### src/rtl/i2c_slave_mem.sv
// I2C target with a byte-addressed register file behind a persistent pointer.
// Pad inputs are synchronised and glitch-filtered; START/STOP override every state.
module i2c_slave_mem #(
    parameter logic [6:0]  DEV_ADDR = 7'h50,
    parameter int unsigned MEM_AW   = 4,
    parameter int unsigned FILT_LEN = 3
) (
    input  logic              Clk,
    input  logic              Rst,
    input  logic              Scl_in,
    input  logic              Sda_in,
    output logic              Sda_oe,
    output logic              Busy,
    output logic              Wr_vld,
    output logic [MEM_AW-1:0] Wr_addr,
    output logic [7:0]        Wr_data,
    output logic              Rd_vld,
    output logic [MEM_AW-1:0] Rd_addr,
    output logic [7:0]        Rd_data
);

    localparam int unsigned DEPTH = 1 << MEM_AW;
    localparam int unsigned CNT_W = 4;

    typedef enum logic [3:0] {
        IDLE, DEV, ACK_DEV, REG, WDATA, ACK_DAT, RDATA, RACK, RNEXT, IGNORE
    } state_t;

    // Line index 0 is SCL, index 1 is SDA
    logic [1:0]       sync1, sync2, filt, filt_q;
    logic [CNT_W-1:0] fcnt [2];

    logic scl_rise, scl_fall, start, stop;

    state_t            state, state_nxt;
    logic [CNT_W-1:0]  bit_cnt, bit_cnt_nxt;
    logic [7:0]        shreg, shreg_nxt;
    logic [MEM_AW-1:0] ptr, ptr_nxt;
    logic              rw, rw_nxt;
    logic              sda_oe_nxt, busy_nxt;
    logic              wr_vld_nxt, rd_vld_nxt;
    logic [MEM_AW-1:0] wr_addr_nxt, rd_addr_nxt;
    logic [7:0]        wr_data_nxt, rd_data_nxt;
    logic              mem_we;
    logic [7:0]        mem [DEPTH];
    logic [7:0]        mem_rd;
    logic [2:0]        bit_idx;

    // Synchroniser and run-length filter for both pad lines
    always_ff @(posedge Clk) begin
        if (Rst) begin
            sync1  <= 2'b11;
            sync2  <= 2'b11;
            filt   <= 2'b11;
            filt_q <= 2'b11;
            for (int i = 0; i < 2; i++) fcnt[i] <= '0;
        end else begin
            sync1  <= {Sda_in, Scl_in};
            sync2  <= sync1;
            filt_q <= filt;
            for (int i = 0; i < 2; i++) begin
                if (sync2[i] == filt[i]) begin
                    fcnt[i] <= '0;
                end else if (fcnt[i] == CNT_W'(FILT_LEN - 1)) begin
                    filt[i] <= sync2[i];
                    fcnt[i] <= '0;
                end else begin
                    fcnt[i] <= fcnt[i] + CNT_W'(1);
                end
            end
        end
    end

    assign scl_rise = filt[0] & ~filt_q[0];
    assign scl_fall = ~filt[0] & filt_q[0];
    assign start    = ~filt[1] & filt_q[1] & filt[0];
    assign stop     = filt[1] & ~filt_q[1] & filt[0];
    assign mem_rd   = mem[ptr];
    assign bit_idx  = ~bit_cnt[2:0];

    // Protocol next-state and registered-output logic
    always_comb begin
        state_nxt   = state;
        bit_cnt_nxt = bit_cnt;
        shreg_nxt   = shreg;
        ptr_nxt     = ptr;
        rw_nxt      = rw;
        sda_oe_nxt  = Sda_oe;
        busy_nxt    = Busy;
        wr_vld_nxt  = 1'b0;
        wr_addr_nxt = Wr_addr;
        wr_data_nxt = Wr_data;
        rd_vld_nxt  = 1'b0;
        rd_addr_nxt = Rd_addr;
        rd_data_nxt = Rd_data;
        mem_we      = 1'b0;

        if (stop) begin
            state_nxt  = IDLE;
            sda_oe_nxt = 1'b0;
            busy_nxt   = 1'b0;
        end else if (start) begin
            state_nxt   = DEV;
            bit_cnt_nxt = '0;
            sda_oe_nxt  = 1'b0;
            busy_nxt    = 1'b0;
        end else begin
            case (state)
                DEV, REG, WDATA: begin
                    if (scl_rise) begin
                        shreg_nxt   = {shreg[6:0], filt[1]};
                        bit_cnt_nxt = bit_cnt + CNT_W'(1);
                    end else if (scl_fall && bit_cnt == CNT_W'(8)) begin
                        bit_cnt_nxt = '0;
                        if (state == DEV) begin
                            if (shreg[7:1] == DEV_ADDR) begin
                                sda_oe_nxt = 1'b1;
                                busy_nxt   = 1'b1;
                                rw_nxt     = shreg[0];
                                state_nxt  = ACK_DEV;
                            end else begin
                                state_nxt = IGNORE;
                            end
                        end else if (state == REG) begin
                            ptr_nxt    = shreg[MEM_AW-1:0];
                            sda_oe_nxt = 1'b1;
                            state_nxt  = ACK_DAT;
                        end else begin
                            mem_we      = 1'b1;
                            wr_vld_nxt  = 1'b1;
                            wr_addr_nxt = ptr;
                            wr_data_nxt = shreg;
                            ptr_nxt     = ptr + MEM_AW'(1);
                            sda_oe_nxt  = 1'b1;
                            state_nxt   = ACK_DAT;
                        end
                    end
                end
                ACK_DEV: begin
                    if (scl_fall) begin
                        bit_cnt_nxt = '0;
                        if (rw) begin
                            shreg_nxt  = mem_rd;
                            sda_oe_nxt = ~mem_rd[7];
                            state_nxt  = RDATA;
                        end else begin
                            sda_oe_nxt = 1'b0;
                            state_nxt  = REG;
                        end
                    end
                end
                ACK_DAT: begin
                    if (scl_fall) begin
                        sda_oe_nxt  = 1'b0;
                        bit_cnt_nxt = '0;
                        state_nxt   = WDATA;
                    end
                end
                RDATA: begin
                    if (scl_rise) begin
                        bit_cnt_nxt = bit_cnt + CNT_W'(1);
                    end else if (scl_fall) begin
                        if (bit_cnt == CNT_W'(8)) begin
                            sda_oe_nxt = 1'b0;
                            state_nxt  = RACK;
                        end else begin
                            sda_oe_nxt = ~shreg[bit_idx];
                        end
                    end
                end
                RACK: begin
                    if (scl_rise) begin
                        rd_vld_nxt  = 1'b1;
                        rd_addr_nxt = ptr;
                        rd_data_nxt = shreg;
                        if (!filt[1]) begin
                            ptr_nxt   = ptr + MEM_AW'(1);
                            state_nxt = RNEXT;
                        end else begin
                            state_nxt = IGNORE;
                        end
                    end
                end
                RNEXT: begin
                    // ptr has already advanced, so mem_rd is the next byte
                    if (scl_fall) begin
                        shreg_nxt   = mem_rd;
                        sda_oe_nxt  = ~mem_rd[7];
                        bit_cnt_nxt = '0;
                        state_nxt   = RDATA;
                    end
                end
                IGNORE: sda_oe_nxt = 1'b0;
                default: state_nxt = IDLE;
            endcase
        end
    end

    // State, outputs and memory registers
    always_ff @(posedge Clk) begin
        if (Rst) begin
            state   <= IDLE;
            bit_cnt <= '0;
            shreg   <= '0;
            ptr     <= '0;
            rw      <= 1'b0;
            Sda_oe  <= 1'b0;
            Busy    <= 1'b0;
            Wr_vld  <= 1'b0;
            Wr_addr <= '0;
            Wr_data <= '0;
            Rd_vld  <= 1'b0;
            Rd_addr <= '0;
            Rd_data <= '0;
            for (int i = 0; i < DEPTH; i++) mem[i] <= '0;
        end else begin
            state   <= state_nxt;
            bit_cnt <= bit_cnt_nxt;
            shreg   <= shreg_nxt;
            ptr     <= ptr_nxt;
            rw      <= rw_nxt;
            Sda_oe  <= sda_oe_nxt;
            Busy    <= busy_nxt;
            Wr_vld  <= wr_vld_nxt;
            Wr_addr <= wr_addr_nxt;
            Wr_data <= wr_data_nxt;
            Rd_vld  <= rd_vld_nxt;
            Rd_addr <= rd_addr_nxt;
            Rd_data <= rd_data_nxt;
            if (mem_we) mem[ptr] <= shreg;
        end
    end

endmodule

### config.mk
export PLATFORM = sky130hd
export DESIGN_NAME = i2c_slave_mem
export DESIGN_NICKNAME = d
export VERILOG_FILES = /design/src/rtl/i2c_slave_mem.sv
export SDC_FILE = /design/constraint.sdc
export NUM_CORES = 1
export LEC_CHECK = 0
export BUFFER_PORTS_ARGS = -buffer_cell sky130_fd_sc_hd__buf_4
export CAP_MARGIN = 20
export CORE_MARGIN = 2
export CORE_UTILIZATION = 65
export DETAILED_ROUTE_END_ITERATION = 10
export PLACE_DENSITY = 0.95
export SLEW_MARGIN = 40
export SYNTH_ARGS = -nofsm -noshare
export SYNTH_HDL_FRONTEND = slang
export SYNTH_SLANG_ARGS = --single-unit
### constraint.sdc
create_clock -name Clk -period 5.5 [get_ports Clk]
set_clock_uncertainty 0.05 [all_clocks]
set_input_delay 0 -clock Clk [delete_from_list [all_inputs] [get_ports Clk]]
set_output_delay 0 -clock Clk [all_outputs]
set_load 0.03 [all_outputs]
==> impl_metrics.csv <==
group,metric,value,unit
synth,yosysMostFrequentCell,"edfxtp_1",
synth,yosys_warnings,0,
synth,synth.distinct_cells,61,
routing,wl_per_cell,23.32,µm
die,pin_count,32,
die,die_h,124.3,µm
sta,fmax,322.1,MHz
synth,synth_ff_type,"edfxtp_1",
die,die_w,124.3,µm
pwr,p_leak,0.003663,µW
final_layout,fillers,837,
worst_setup_path,arrival,3190,ps
worst_setup_path,crit_buf_inv,2,
global_routing,grt_overflow_total,0,
synth,synth_area_leader_cell,"edfxtp_1",
pwr,peakVddDrop,0.3042,mV
synth,synth_top_area_frac,0.4342,
clock_tree,clock_latency,450,ps
routing,first_pass_iters,5,
global_routing,antenna_found_initial,0,
routing,drc_errors,0,
pwr,power_density,322.3,mW/mm²
sta,drv_slew,0,
clock_tree,postCtsSetupRepairBufs,0,
routing,via_per_inst,6.618,
final_layout,nets,779,
synth,synth_seq_area_share,0.5640,
sta,relSlewSlack,0.4538,
clock_tree,cts_root_buf,"clkbuf_16",
placement,place_area,0.009687,mm²
worst_setup_path,critPathKind,"flip-flop to flip-flop",
die,dieArea,0.01545,mm²
synth,async_reset_ff_frac,0,
global_routing,grt_use_total,0.2956,
run,cap_viol_max_count,0,
worst_setup_path,crit_path_start,"bit_cnt[0]",
sta,tns,0,ps
sta,tightest_slew,818.2,ps
final_layout,diodes,0,
worst_setup_path,crit_path_max_incr_delay,710,ps
worst_setup_path,required,5580,ps
worst_setup_path,path_cells,"inv_1 -> ha_1 -> nand3b_1 -> nor2_2 -> nand4b_1 -> buf_4 -> nor4_2 -> or2_2",
worst_setup_path,endpoint_kind,"flip-flop",
synth,netlist_area,0.009407,mm²
worst_hold_path,hp-start,"Rst",
sta,setup_viol,0,
sta,rsz0062_at_grt,"no",
placement,gp_congestion,0.8641,
die,coreArea,0.01399,mm²
clock_tree,clkTransAtPathRegs,70,ps
final_layout,final_area,0.01029,mm²
synth,synth-edff-count,136,
clock_tree,cts_tree,"done",
global_routing,grt_pass1_vias,6309,
worst_setup_path,crit_fanout,31,
sta,timing.final.crit_share,0.5645,
synth,synth-seq-cells,197,
synth,synth_area_per_cell,12.41,µm²
placement,dp_hpwl,14.37,mm
final_layout,drive_above_1_share,0.2018,
clock_tree,cts_buffers,17,
synth,synth_cells,758,
global_routing,grt_max_degree,62,
sta,hold_viol,0,
worst_setup_path,startpoint_type,"flip-flop",
synth,synth_top_cells_by_count,"edfxtp_1 (136), and2_1 (130), nor2_1 (64)",
routing,via_count,6340,
routing,antenna_left,0,
placement,io_buffers,31,
die,initial_core_util,0.6725,
outcome,status,"completed",
clock_tree,cts.htree.levels,4,
synth,synth_area_leaders,"edfxtp_1 (43%), dfxtp_1 (13%), and2_1 (8.6%), mux4_2 (8.1%), mux2i_1 (3.8%)",
final_layout,area_delta_synth_final,9.430,%
clock_tree,cts.repair.resized,0,
global_routing,grt_pass1_wl,35.02,mm
worst_setup_path,path_delay_family,"simple AND/OR/NAND/NOR gates",
worst_hold_path,holdCritPathClass,"input pin to flip-flop",
sta,period_needed,3105,ps
clock_tree,cts_buffer_depth,2,
die,rows,43,
worst_setup_path,crit_slowest_cell,"nor4_2",
worst_setup_path,reg2reg_from,"bit_cnt[0]",
clock_tree,cts.sinks,197,
routing,routed_wl,22.34,mm
routing,drt_iter0_markers,821,
per-layer routing:
metal  track usage  part of all wire  up-vias
li1              -                 -     2742
met2        0.4693              0.49      433
met3       0.06615             0.098       84
met1        0.3919              0.38     3081
met5             0                 0        -
met4        0.1381             0.037        0
worst paths after layout:
path                              endpoint  slack [ps]  cells past startpoint
worst min-delay path            Wr_data[0]          40                      2
worst min register to register    sync2[0]         380                      1
worst max register to register   mem[2][5]        2400                      8
worst max-delay path             mem[2][5]        2400                      8
cells by family (layout without fill, tap and decap cells):
group,count (synthesis),after routing,synth area share
simple gates,318,318,0.1995
buf+inv,64,77,0.02873
mux,71,71,0.1209
fa+ha+maj,10,10,0.01330
other cells,1,8,0.0003987
flops,197,197,0.5640
compound gates,91,91,0.06757
xor+xnor,6,6,0.005587
flip-flops by register name, summed over array words and instances, names as in the netlist, named ones only:
register  count
Wr_data       8
shreg         8
Wr_addr       4
Wr_vld        1
mem         128
sync2         2
sync1         2
filt          2
state         4
bit_cnt       4
Busy          1
Rd_vld        1
Sda_oe        1
rw            1
filt_q        2
ptr           4
Rd_data       8
Rd_addr       4
fcnt          8
repair_timing:
| item | 4_1_cts | 5_1_grt |
|---|---|---|
| endpoints found under the setup margin | 0 | 0 |
| hold buffers | 2 | 0 |
| endpoints found under the hold margin | 2 | 0 |
layout make-up:
type	instances	area, µm²	area share
inverters	9	33.78	0.003282
clock buffers	17	425.4	0.04133
well taps	180	225.2	0.02188
flip-flops and latches	197	5316	0.5165
multi-input cells	504	3860	0.3750
repair buffers	36	275.3	0.02674
clock inverters	15	157.7	0.01532
where the power goes:
group / leakage, µW / total [µW] / internal [µW] / switching [µW]
Clock: 0.000282 / 1240 / 645 / 594
Sequential: 0.00190 / 1720 / 1630 / 87.1
Combinational: 0.00148 / 363 / 147 / 216
Total: 0.00366 / 3320 / 2420 / 897
cells in the final DEF (no fill, tap or decap), types with 13 or more instances in the layout:
master	n
edfxtp_1	136
and2_1	130
nor2_1	63
dfxtp_1	54
mux2i_1	36
mux4_2	34
buf_4	34
a211oi_1	27
or2_2	24
nand2_1	22
a21oi_1	22
clkbuf_16	17
nor2b_1	15
o21ai_0	14
nor3_2	13
metrics by stage:
| step | power (µW) | hold slack, ps | setup slack (ps) | util | instances |
|---|---|---|---|---|---|
| 2_1_floorplan | 2014 | 53.81 | 3263 | - | 765 |
| 3_3_place_gp | 2071 | 139.0 | 2672 | 0.6919 | 924 |
| 3_5_place_dp | 2093 | 139.7 | 2583 | 0.6925 | 924 |
| 4_1_cts | 3305 | 16.99 | 2487 | 0.7356 | 958 |
| 5_1_grt | 3418 | 29.31 | 2228 | 0.7359 | 958 |
| 6_report | 3318 | 35.74 | 2395 | 0.7359 | 958 |
worst register-to-register path, delay by kind of cell (launching register included):
family                   cells  cell delay (ps)
AND/OR/NAND/NOR              5             1740
adder cells (fa/ha/maj)      1              190
flip-flops                   1              400
buffers and inverters        2              410
Note: power is estimated with default switching activity, not from simulation.
